--- src/rtl/ballot_memory_unit.sv ---
// Per-candidate saturating vote tally with a saturating grand total.
// Outputs are registered and show the selected candidate's post-vote count.
module ballot_memory_unit #(
   parameter int NUM_CANDIDATES = 16,
   parameter int COUNT_W        = 4,
   parameter int TOTAL_W        = 8
) (
   input  logic               clk,
   input  logic               rst_n,
   input  logic [3:0]         candidate_number,
   input  logic               vote_cast,
   output logic [3:0]         candidate_out,
   output logic [COUNT_W-1:0] vote_count,
   output logic [TOTAL_W-1:0] total_votes,
   output logic               saturated
);

   localparam logic [COUNT_W-1:0] CNT_MAX = '1;
   localparam logic [TOTAL_W-1:0] TOT_MAX = '1;
   localparam logic [4:0]         NUM_C   = 5'(NUM_CANDIDATES);

   function automatic logic [COUNT_W-1:0] sat_inc_cnt(input logic [COUNT_W-1:0] v);
      return (v == CNT_MAX) ? v : v + 1'b1;
   endfunction

   function automatic logic [TOTAL_W-1:0] sat_inc_total(input logic [TOTAL_W-1:0] v);
      return (v == TOT_MAX) ? v : v + 1'b1;
   endfunction

   // Sized to the full 4-bit index space so any candidate_number reads in range;
   // entries at or above NUM_CANDIDATES are never written and stay zero.
   logic [COUNT_W-1:0] mem_q [16];
   logic [3:0]         cand_q;
   logic [COUNT_W-1:0] count_q;
   logic [TOTAL_W-1:0] total_q;
   logic               sat_q;

   logic               cand_valid;
   logic [COUNT_W-1:0] cur_cnt;
   logic               accept;
   logic [COUNT_W-1:0] cnt_d;
   logic [TOTAL_W-1:0] total_d;

   always_comb begin
      cand_valid = ({1'b0, candidate_number} < NUM_C);
      cur_cnt    = mem_q[candidate_number];
      accept     = vote_cast && cand_valid && (cur_cnt != CNT_MAX);
      cnt_d      = accept ? sat_inc_cnt(cur_cnt) : cur_cnt;
      total_d    = accept ? sat_inc_total(total_q) : total_q;
   end

   // Register stage: tally update and bypassed readback on the same edge
   always_ff @(posedge clk or negedge rst_n) begin
      if (!rst_n) begin
         for (int i = 0; i < 16; i++) mem_q[i] <= '0;
         cand_q  <= '0;
         count_q <= '0;
         total_q <= '0;
         sat_q   <= 1'b0;
      end else begin
         if (accept) mem_q[candidate_number] <= cnt_d;
         cand_q  <= candidate_number;
         count_q <= cand_valid ? cnt_d : '0;
         total_q <= total_d;
         sat_q   <= cand_valid && (cnt_d == CNT_MAX);
      end
   end

   assign candidate_out = cand_q;
   assign vote_count    = count_q;
   assign total_votes   = total_q;
   assign saturated     = sat_q;

endmodule

--- config.mk ---
export PLATFORM = sky130hd
export DESIGN_NAME = ballot_memory_unit
export DESIGN_NICKNAME = d
export VERILOG_FILES = /design/src/rtl/ballot_memory_unit.sv
export SDC_FILE = /design/constraint.sdc
export NUM_CORES = 1
export LEC_CHECK = 0
export BUFFER_PORTS_ARGS = -buffer_cell sky130_fd_sc_hd__buf_2
export CAP_MARGIN = 20
export CELL_PAD_IN_SITES_DETAIL_PLACEMENT = 1
export CELL_PAD_IN_SITES_GLOBAL_PLACEMENT = 1
export CORE_MARGIN = 2
export CORE_UTILIZATION = 45
export CTS_CLUSTER_SIZE = 8
export DETAILED_ROUTE_END_ITERATION = 8
export HOLD_SLACK_MARGIN = 0.03
export PLACE_DENSITY = 0.82
export SLEW_MARGIN = 20
export SYNTH_ARGS = -nofsm -noshare
export SYNTH_HDL_FRONTEND = slang
export SYNTH_SLANG_ARGS = --single-unit
--- constraint.sdc ---
create_clock -name clk -period 2.9 [get_ports clk]
set_input_delay 0.145 -clock clk [delete_from_list [all_inputs] [get_ports clk]]
set_output_delay 0.145 -clock clk [all_outputs]
set_load 0.05 [all_outputs]
==> impl_metrics.tcl, run 1 <==
set metrics [dict create \
    cp_slowest_stage_delay_ps 480 \
    clock_skew_ps 13.06 \
    crit_family "multiplexers" \
    finalCritPeriodShare 1.047 \
    grt_pass1_vias 2959 \
    design_area_mm2 0.005097 \
    finalPower_mw 3.979 \
    dieArea_mm2 0.009694 \
    antenna_found_initial 0 \
    synth_nets 281 \
    areaGrowthSynthToFinish_pct 26.96 \
    worstPathCellList "mux4_2 -> a22oi_2 -> nand3_2 -> ha_4 -> inv_2 -> a2111o_1 -> nand3_4 -> buf_6 -> buf_6 -> buf_6 -> nor3_4 -> buf_6 -> mux2_4" \
    drc_errors 0 \
    grt_pass1_wl_mm 17.03 \
    met2_length_mm 6.056 \
    required_ps 3150 \
    nNetsFinal 360 \
    overflow 0 \
    yosys-top-cells-area "dfrtp_1 50%, mux2_2 18%, mux4_2 9.0%, nor3_4 3.2%, nor4_4 2.6%" \
    synth_common_cells "81 x dfrtp_1, 64 x mux2_2, 16 x mux4_2, 16 x nand2_1" \
    min_path_cells 2 \
    core_mm2 0.008678 \
    placed_area_mm2 0.004501 \
    fp.dieH_um 98.46 \
    clk_path_buf_depth 2 \
    grt_setup_unrepaired "true" \
    initial_core_util 0.4627 \
    violations "negative setup slack" \
    place.gp.congestion 0.8409 \
    routed-via-count 2711 \
    maxCapViolCount 0 \
    critPathLaunchType "register" \
    final_hold_viol_count 0 \
    grt_max_degree 82 \
    hold_path_class "input port to register" \
    insertedDiodeCount 0 \
    clk_pin_slew_ps 80 \
    wl_met1_mm 4.946 \
    crit_end "mem_q[16]" \
    grtUsageTotal 0.2340 \
    wl_met3_um 383 \
    ys_types 41 \
    path_max_fanout 3 \
    synthArstFlopShare 1.000 \
    ys_seq_area_frac 0.5048 \
    cp_data_arrival_time_ps 3290 \
    synthesis.area_mm2 0.004015 \
    clkLatencyLatePin_ps 380 \
    num_rows 34 \
    ys_ff_latch 81 \
    synth_edf_count 0 \
    layout_setup_ws_ps -135.9 \
    chipWidth_um 98.46 \
    r2r_start "mem_q[49]" \
    synth_ff_type "dfrtp_1" \
    fmax_mhz 329.4 \
    cts_num_sinks 81 \
    clock-root-buffer "clkbuf_8" \
    fin_hold_ws_ps 185.6 \
    rrSetupSlack_ps -140 \
    status "complete, but fails checks" \
    tightest_slew_ps 484.8 \
    cp.buffers_inverters 5 \
    wl_per_cell_um 25.26 \
    ctsHtreeMaxLevel 3 \
    crit_path_frequent_cell "buf_6" \
    end_kind "register" \
    synthCells 272 \
    reg2reg_depth 13 \
    ant_nets 0 \
    io_pins 24 \
    hpwlAfterDp_mm 6.610 \
    slew_viol_final 0 \
    synth_most_common_cell "dfrtp_1" \
    finalWorstPathRequiredPeriod_ps 3036 \
    drt-initial-drc-count 147 \
    path_depth 13 \
    synth_largest_area_cell "dfrtp_1" \
    vias_per_cell 5.843 \
    finalSetupViolations 40 \
    pre_cts_ws_ps -192.7 \
    highest_layer "met4" \
    power.leakage_nw 2.362 \
    synth_top_area_share 0.5048 \
    syn_area_per_cell_um2 14.76 \
    powerDensity_mw_per_mm2 780.6 \
    io_buffer_count 23 \
    ys.warnings.count 0 \
    max-vdd-ir-drop_mv 0.2816 \
    timing.rr.end "mem_q[16]" \
    worstSetupPathType "register to register" \
    slew_headroom 0.6768 \
    cts_buffers 9 \
    first_pass_iters 4 \
    tritoncts "yes" \
    crit_start "mem_q[49]" \
    drive_gt1_frac 0.5871 \
    postRouteWirelength_mm 11.72 \
    slowest_stage "mux4_2" \
]
power by group:
part	internal (mW)	switching (mW)
Clock	0.423	0.443
Combinational	0.649	0.770
Sequential	1.45	0.245
cells in the final DEF, fill, tap and decap left out, types with 3 or more instances in the layout:
| master | instances |
|---|---|
| xor2_1 | 4 |
| nand2_1 | 14 |
| mux4_2 | 16 |
| mux2_4 | 28 |
| buf_4 | 39 |
| nand2b_1 | 5 |
| clkbuf_8 | 10 |
| buf_6 | 20 |
| mux2_2 | 36 |
| buf_2 | 22 |
| nor2_2 | 3 |
| nor3_4 | 9 |
| mux2_1 | 4 |
| and3_1 | 3 |
| a21oi_1 | 3 |
| dfrtp_1 | 81 |
| nor2_1 | 5 |
| nor4_4 | 6 |
| nand3_1 | 6 |
| xnor2_1 | 3 |
metal layers:
| layer | vias to the layer above | GRT usage |
|---|---|---|
| met1 | 1454 | 0.3060 |
| met2 | 77 | 0.3898 |
| met5 | - | 0 |
| met3 | 32 | 0.04468 |
| li1 | 1148 | - |
| met4 | 0 | 0.08851 |
flip-flops by register name, indices dropped and copies added, names as in the netlist:
signal / flops
candidate_out: 4
vote_count: 4
mem_q: 64
total_votes: 8
saturated: 1
what timing repair did:
item	CTS	global route
gates cloned	1	0
endpoints found under the setup margin	32	69
hold buffers	1	0
resized for setup	5	59
hold endpoints to repair	81	0
setup buffers	9	6
pin swaps	5	14
how the worst min path moves through the flow:
stage,startpoint,endpoint,slack [ps]
after CTS,candidate_number[3],candidate_out[3],160
after floorplan,rst_n,candidate_out[0],-150
after global placement,rst_n,mem_q[35],370
final,candidate_number[3],candidate_out[3],190
after global routing,candidate_number[3],candidate_out[3],170
after detailed placement,rst_n,mem_q[35],380
cells by family after synthesis:
kind of cell / count (synthesis) / share of synthesized area
AO/OA/AOI/OAI: 10 / 0.01807
XOR/XNOR: 7 / 0.01527
adder cells (fa/ha/maj): 2 / 0.006231
buffers and inverters: 20 / 0.03116
flip-flops: 81 / 0.5048
multiplexers: 87 / 0.2911
AND/OR/NAND/NOR: 65 / 0.1334
cell type report:
class | instances | area [um2]
sequential | 81 | 2027
multi-input combinational | 171 | 2024
inverter | 4 | 15.01
fill | 848 | 3581
clock buffer | 10 | 137.6
tap | 108 | 135.1
timing repair buffer | 84 | 693.2
clock inverter | 6 | 65.06
stage by stage:
step / utilization / TNS (ps) / cells
2_1_floorplan: - / 0 / 272
3_3_place_gp: 0.5186 / -1062 / 431
3_5_place_dp: 0.5186 / -7913 / 431
4_1_cts: 0.5565 / 0 / 458
5_1_grt: 0.5874 / -6699 / 464
6_report: 0.5874 / -1816 / 464
Note: power is estimated with default switching activity, not from simulation.
==> run 2, diff against run 1 <==
--- a/config.mk
+++ b/config.mk
@@ -14,6 +14,7 @@
 export CTS_CLUSTER_SIZE = 8
 export DETAILED_ROUTE_END_ITERATION = 8
 export HOLD_SLACK_MARGIN = 0.03
+export MAX_ROUTING_LAYER = met4
 export PLACE_DENSITY = 0.82
 export SLEW_MARGIN = 20
 export SYNTH_ARGS = -nofsm -noshare
==> run 2 against run 1 <==
  * The flow still finishes with violations (negative setup slack)
  * Critical path type unchanged
  * Largest power group unchanged
  * Worst setup slack gained 11 ps
  * Critical endpoint unchanged
  * Critical path depth stayed put
  * Register-to-register slack about the same
  * Die area is the same
==> impl_metrics.tcl, run 2 (synthesis results as in run 1) <==
set metrics [dict create \
    slew_headroom 0.6767 \
    cp_slowest_stage_delay_ps 480 \
    num_rows 34 \
    end_kind "register" \
    maxCapViolCount 0 \
    wl_met3_um 418 \
    fin_setup_tns_ps -1584 \
    io_buffer_count 23 \
    r2r_start "mem_q[49]" \
    netSwitchingFraction 0.3659 \
    largest-register "mem_q" \
    finalWorstPathRequiredPeriod_ps 3025 \
    overflow 0 \
    first_pass_iters 6 \
    fp.dieH_um 98.46 \
    grt_setup_unrepaired "true" \
    p_comb_frac 0.357 \
    dieArea_mm2 0.009694 \
    max-vdd-ir-drop_mv 0.2824 \
    core_mm2 0.008678 \
    worstSetupPathType "register to register" \
    tritoncts "yes" \
    reg2reg_depth 13 \
    min-delay-start "candidate_number[3]" \
    slowest_stage "mux4_2" \
    highest_layer "met4" \
    worstPathCellList "mux4_2 -> a22oi_2 -> nand3_2 -> ha_4 -> inv_2 -> a2111o_1 -> nand3_4 -> buf_6 -> buf_6 -> buf_6 -> nor3_4 -> buf_6 -> mux2_4" \
    drc_errors 0 \
    finalSetupViolations 38 \
    ant_nets 0 \
    fmax_mhz 330.6 \
    cp.buffers_inverters 5 \
    insertedDiodeCount 0 \
    drive_gt1_frac 0.5871 \
    met2_length_mm 6.245 \
    clk_path_buf_depth 2 \
    power.leakage_nw 2.362 \
    hold_path_class "input port to register" \
    powerDensity_mw_per_mm2 779.7 \
    status "complete, but fails checks" \
    min_path_cells 2 \
    layout_setup_ws_ps -124.5 \
    timing.rr.end "mem_q[16]" \
    wl_met1_mm 4.814 \
    required_ps 3150 \
    final_cell_mix "81 x dfrtp_1, 39 x buf_4, 36 x mux2_2" \
    hpwlAfterDp_mm 6.610 \
    io_pins 24 \
    worstHoldEndpoint "candidate_out[3]" \
    clk_pin_slew_ps 80 \
    layoutNonFillerInstCount 464 \
    chipWidth_um 98.46 \
    violations "negative setup slack" \
    pre_cts_ws_ps -192.7 \
    largest_register_ffs 64 \
    place_inst 431 \
    wl_per_cell_um 25.25 \
    pwr-share-clk 0.217 \
    crit_path_frequent_cell "buf_6" \
    clock_skew_ps 14.53 \
    nNetsFinal 360 \
    final_hold_viol_count 0 \
    crit_family "multiplexers" \
    grt_pass1_wl_mm 17.06 \
    placed_area_mm2 0.004501 \
    antenna_found_initial 0 \
    grt_max_degree 82 \
    drt-initial-drc-count 125 \
    grtUsageTotal 0.2417 \
    rrSetupSlack_ps -120 \
    p_seq_frac 0.426 \
    areaGrowthSynthToFinish_pct 26.96 \
    routed-via-count 2694 \
    fillers 848 \
    grt_pass1_vias 2950 \
    p_sw_mw 1.454 \
    finalCritPeriodShare 1.043 \
    tightest_slew_ps 485.0 \
    cellInternalPower_mw 2.520 \
    design_area_mm2 0.005097 \
    final_common_cell "dfrtp_1" \
    cts_buffers 9 \
    cp_data_arrival_time_ps 3280 \
    postRouteWirelength_mm 11.72 \
    path_max_fanout 3 \
    clock-root-buffer "clkbuf_8" \
    critPathLaunchType "register" \
    slew_viol_final 0 \
    finalPower_mw 3.974 \
    initial_core_util 0.4627 \
    fin_hold_ws_ps 193.1 \
    cts_num_sinks 81 \
    clkLatencyLatePin_ps 380 \
    vias_per_cell 5.806 \
    ctsHtreeMaxLevel 3 \
    place.gp.congestion 0.8540 \
    fin_util 0.5874 \
]
==> run 2: cell counts in the layout (fill, tap and decap cells not counted) <==
No cell type changed its count.
==> run 2: worst register-to-register path: cells and delay by family (launching register included) <==
family | cells | cell delay (ps)
mux | 2 | 780
buf+inv | 5 | 600
simple gates | 3 | 530
flops | 1 | 410
compound gates | 2 | 390
fa+ha+maj | 1 | 210
==> run 2: power groups by stage <==
stage                     clock (mW)  sequential [mW]  combinational [mW]
after floorplan                    0             1.83               0.642
after global placement             0             1.65                1.14
after detailed placement           0             1.68                1.19
final                          0.861             1.69                1.42
after global routing           0.920             1.73                1.51
after CTS                      0.875             1.67                1.24
==> run 2: how the worst max path moves through the flow <==
stage                        start         to  slack, ps  depth (start not counted)
6_report                 mem_q[49]  mem_q[16]       -120                         13
5_1_grt                  mem_q[49]  mem_q[16]       -210                         13
4_1_cts                  mem_q[48]  mem_q[33]         10                         13
3_5_place_dp   candidate_number[0]  mem_q[12]       -190                         13
3_3_place_gp   candidate_number[0]   mem_q[3]        -70                         13
2_1_floorplan  candidate_number[3]   mem_q[7]         20                         14
==> run 2: timing repair <==
action | in CTS | in global routing
gates cloned | 1 | 0
pin swaps | 5 | 14
endpoints found under the setup margin | 32 | 69
hold buffers | 1 | 0
hold endpoints to repair | 81 | 0
gates resized for setup | 5 | 59
buffers inserted | 9 | 6
==> run 2: layer usage <==
layer  global-route usage  vias to the layer above
li1                     -                     1149
met1               0.3069                     1463
met2               0.3893                       62
met3              0.04681                       20
met4              0.08851                        0
met5                    -                        -
==> run 2: cell type report <==
class                   count  area [um2]  share of cell area
clock inverters             6       65.06             0.01276
well taps                 108       135.1             0.02651
repair buffers             84       693.2              0.1360
flip-flops and latches     81        2027              0.3976
multi-input cells         171        2024              0.3972
inverters                   4       15.01            0.002946
clock buffers              10       137.6             0.02700
==> run 3, diff against run 2 <==
--- a/config.mk
+++ b/config.mk
@@ -16,6 +16,7 @@
 export HOLD_SLACK_MARGIN = 0.03
 export MAX_ROUTING_LAYER = met4
 export PLACE_DENSITY = 0.82
+export SKIP_LAST_GASP = 1
 export SLEW_MARGIN = 20
 export SYNTH_ARGS = -nofsm -noshare
 export SYNTH_HDL_FRONTEND = slang
==> constraint.sdc (replaced) <==
create_clock -name clk -period 2.9 [get_ports clk]
set_input_delay 0.145 -clock clk [delete_from_list [all_inputs] [get_ports clk]]
set_output_delay 0.145 -clock clk [all_outputs]
set_load 0.02 [all_outputs]
==> run 3 against run 2 <==
  * Highest routed layer unchanged
  * The run still ends with negative setup slack left
  * Clock-buffer cell count unchanged
  * Largest power group unchanged
  * Routed wire length up 0.69%
  * Sequential power about the same
  * Critical endpoint is now mem_q[1]
  * Total power down 4.2%
  * Hold slack worse by 8.9 ps
  * Non-clock buffer count unchanged
==> impl_metrics.tcl, run 3 (synthesis results as in run 1) <==
set metrics [dict create \
    core_mm2 0.008678 \
    first_pass_iters 4 \
    tightest_slew_ps 513.8 \
    insertedDiodeCount 0 \
    final_common_cell "dfrtp_1" \
    maxCapViolCount 0 \
    grt_pass1_wl_mm 17.06 \
    status "complete, but fails checks" \
    areaGrowthSynthToFinish_pct 26.77 \
    grt_pass1_vias 2950 \
    powerDensity_mw_per_mm2 748.3 \
    finalSetupViolations 49 \
    clk_pin_slew_ps 90 \
    design_area_mm2 0.005090 \
    cp_data_arrival_time_ps 3300 \
    finalCritPeriodShare 1.049 \
    met2_length_mm 6.127 \
    antenna_found_initial 0 \
    slew_headroom 0.6575 \
    finalPower_mw 3.809 \
    vias_per_cell 5.864 \
    grtUsageTotal 0.2417 \
    grt_max_degree 82 \
    clk_path_buf_depth 2 \
    worstPathCellList "mux4_2 -> nand2_2 -> and4_4 -> inv_2 -> ha_4 -> inv_2 -> a2111o_1 -> nand3_4 -> buf_6 -> buf_4 -> nor3_4 -> buf_6 -> mux2_2" \
    tritoncts "yes" \
    layout_setup_ws_ps -141.9 \
    postRouteWirelength_mm 11.80 \
    required_ps 3160 \
    fin_setup_tns_ps -2505 \
    layoutNonFillerInstCount 464 \
    chipWidth_um 98.46 \
    grt_setup_unrepaired "true" \
    overflow 0 \
    io_buffer_count 23 \
    io_pins 24 \
    place.gp.congestion 0.8540 \
    slew_viol_final 0 \
    wl_per_cell_um 25.43 \
    dieArea_mm2 0.009694 \
    wl_met3_um 513 \
    clock_skew_ps 16.44 \
    fp.dieH_um 98.46 \
    wl_met1_mm 4.887 \
    end_kind "register" \
    largest-register "mem_q" \
    largest_register_ffs 64 \
    final_hold_viol_count 0 \
    ctsHtreeMaxLevel 3 \
    placed_area_mm2 0.004501 \
    num_rows 34 \
    clkLatencyLatePin_ps 370 \
    drt-initial-drc-count 127 \
    drc_errors 0 \
    fmax_mhz 328.7 \
    finalWorstPathRequiredPeriod_ps 3042 \
    ant_nets 0 \
    worstSetupPathType "register to register" \
    cts_num_sinks 81 \
    routed-via-count 2721 \
    power.leakage_nw 2.357 \
    final_cell_mix "81 x dfrtp_1, 39 x buf_4, 38 x mux2_2" \
    hpwlAfterDp_mm 6.610 \
    slowest_stage "mux4_2" \
    cp_slowest_stage_delay_ps 510 \
    clock-root-buffer "clkbuf_8" \
    max-vdd-ir-drop_mv 0.2847 \
    drive_gt1_frac 0.5871 \
    cts_buffers 9 \
    path_max_fanout 5 \
    place_inst 431 \
    violations "negative setup slack" \
    highest_layer "met4" \
    hold_path_class "input port to register" \
    nNetsFinal 360 \
    initial_core_util 0.4627 \
    critPathLaunchType "register" \
    fin_util 0.5865 \
]
-- run 3: layout make-up --
class,count,area [um2]
Fill cell,850,3588
Timing Repair Buffer,84,693.2
Clock buffer,10,137.6
Sequential cell,81,2027
Clock inverter,6,65.06
Tap cell,108,135.1
Inverter,4,15.01
Multi-Input combinational cell,171,2017
-- run 3: per-stage QoR --
step	setup WS [ps]	hold slack, ps
2_1_floorplan	18.69	-150.6
3_3_place_gp	-70.32	366.9
3_5_place_dp	-192.7	378.9
4_1_cts	12.01	157.7
5_1_grt	-207.7	174.6
6_report	-141.9	184.2
-- run 3: what timing repair did --
action	CTS	global route
buffers inserted	9	6
endpoints found under the setup margin	32	69
pin swaps	5	14
gates cloned	1	0
hold endpoints to repair	81	0
hold buffers	1	0
resized for setup	5	57
-- run 3: power by group --
group,switching [mW],total [mW],internal (mW)
clock network,0.441,0.863,0.423
logic,0.619,1.26,0.641
registers,0.237,1.68,1.45
-- run 3: routing by layer --
| metal | vias to the layer above | track usage |
|---|---|---|
| li1 | 1150 | - |
| met1 | 1470 | 0.3069 |
| met2 | 79 | 0.3893 |
| met3 | 22 | 0.04681 |
| met4 | 0 | 0.08851 |
| met5 | - | - |
-- run 3: critical path, delay by kind of cell (launching register included) --
family,cells,cell delay (ps)
buffers and inverters,5,600
AO/OA/AOI/OAI,1,180
adder cells (fa/ha/maj),1,170
flip-flops,1,410
multiplexers,2,830
AND/OR/NAND/NOR,4,720
-- run 3: final timing paths --
check                                    start          endpoint  slack (ps)  depth (start not counted)
hold reg to reg                 total_votes[7]    total_votes[7]         510                          1
hold / removal             candidate_number[3]  candidate_out[3]         180                          2
max in group asynchronous                rst_n         mem_q[16]        2050                          3
min in group asynchronous                rst_n          mem_q[3]         230                          2
setup / recovery                     mem_q[40]          mem_q[1]        -140                         13
setup reg to reg                     mem_q[40]          mem_q[1]        -140                         13
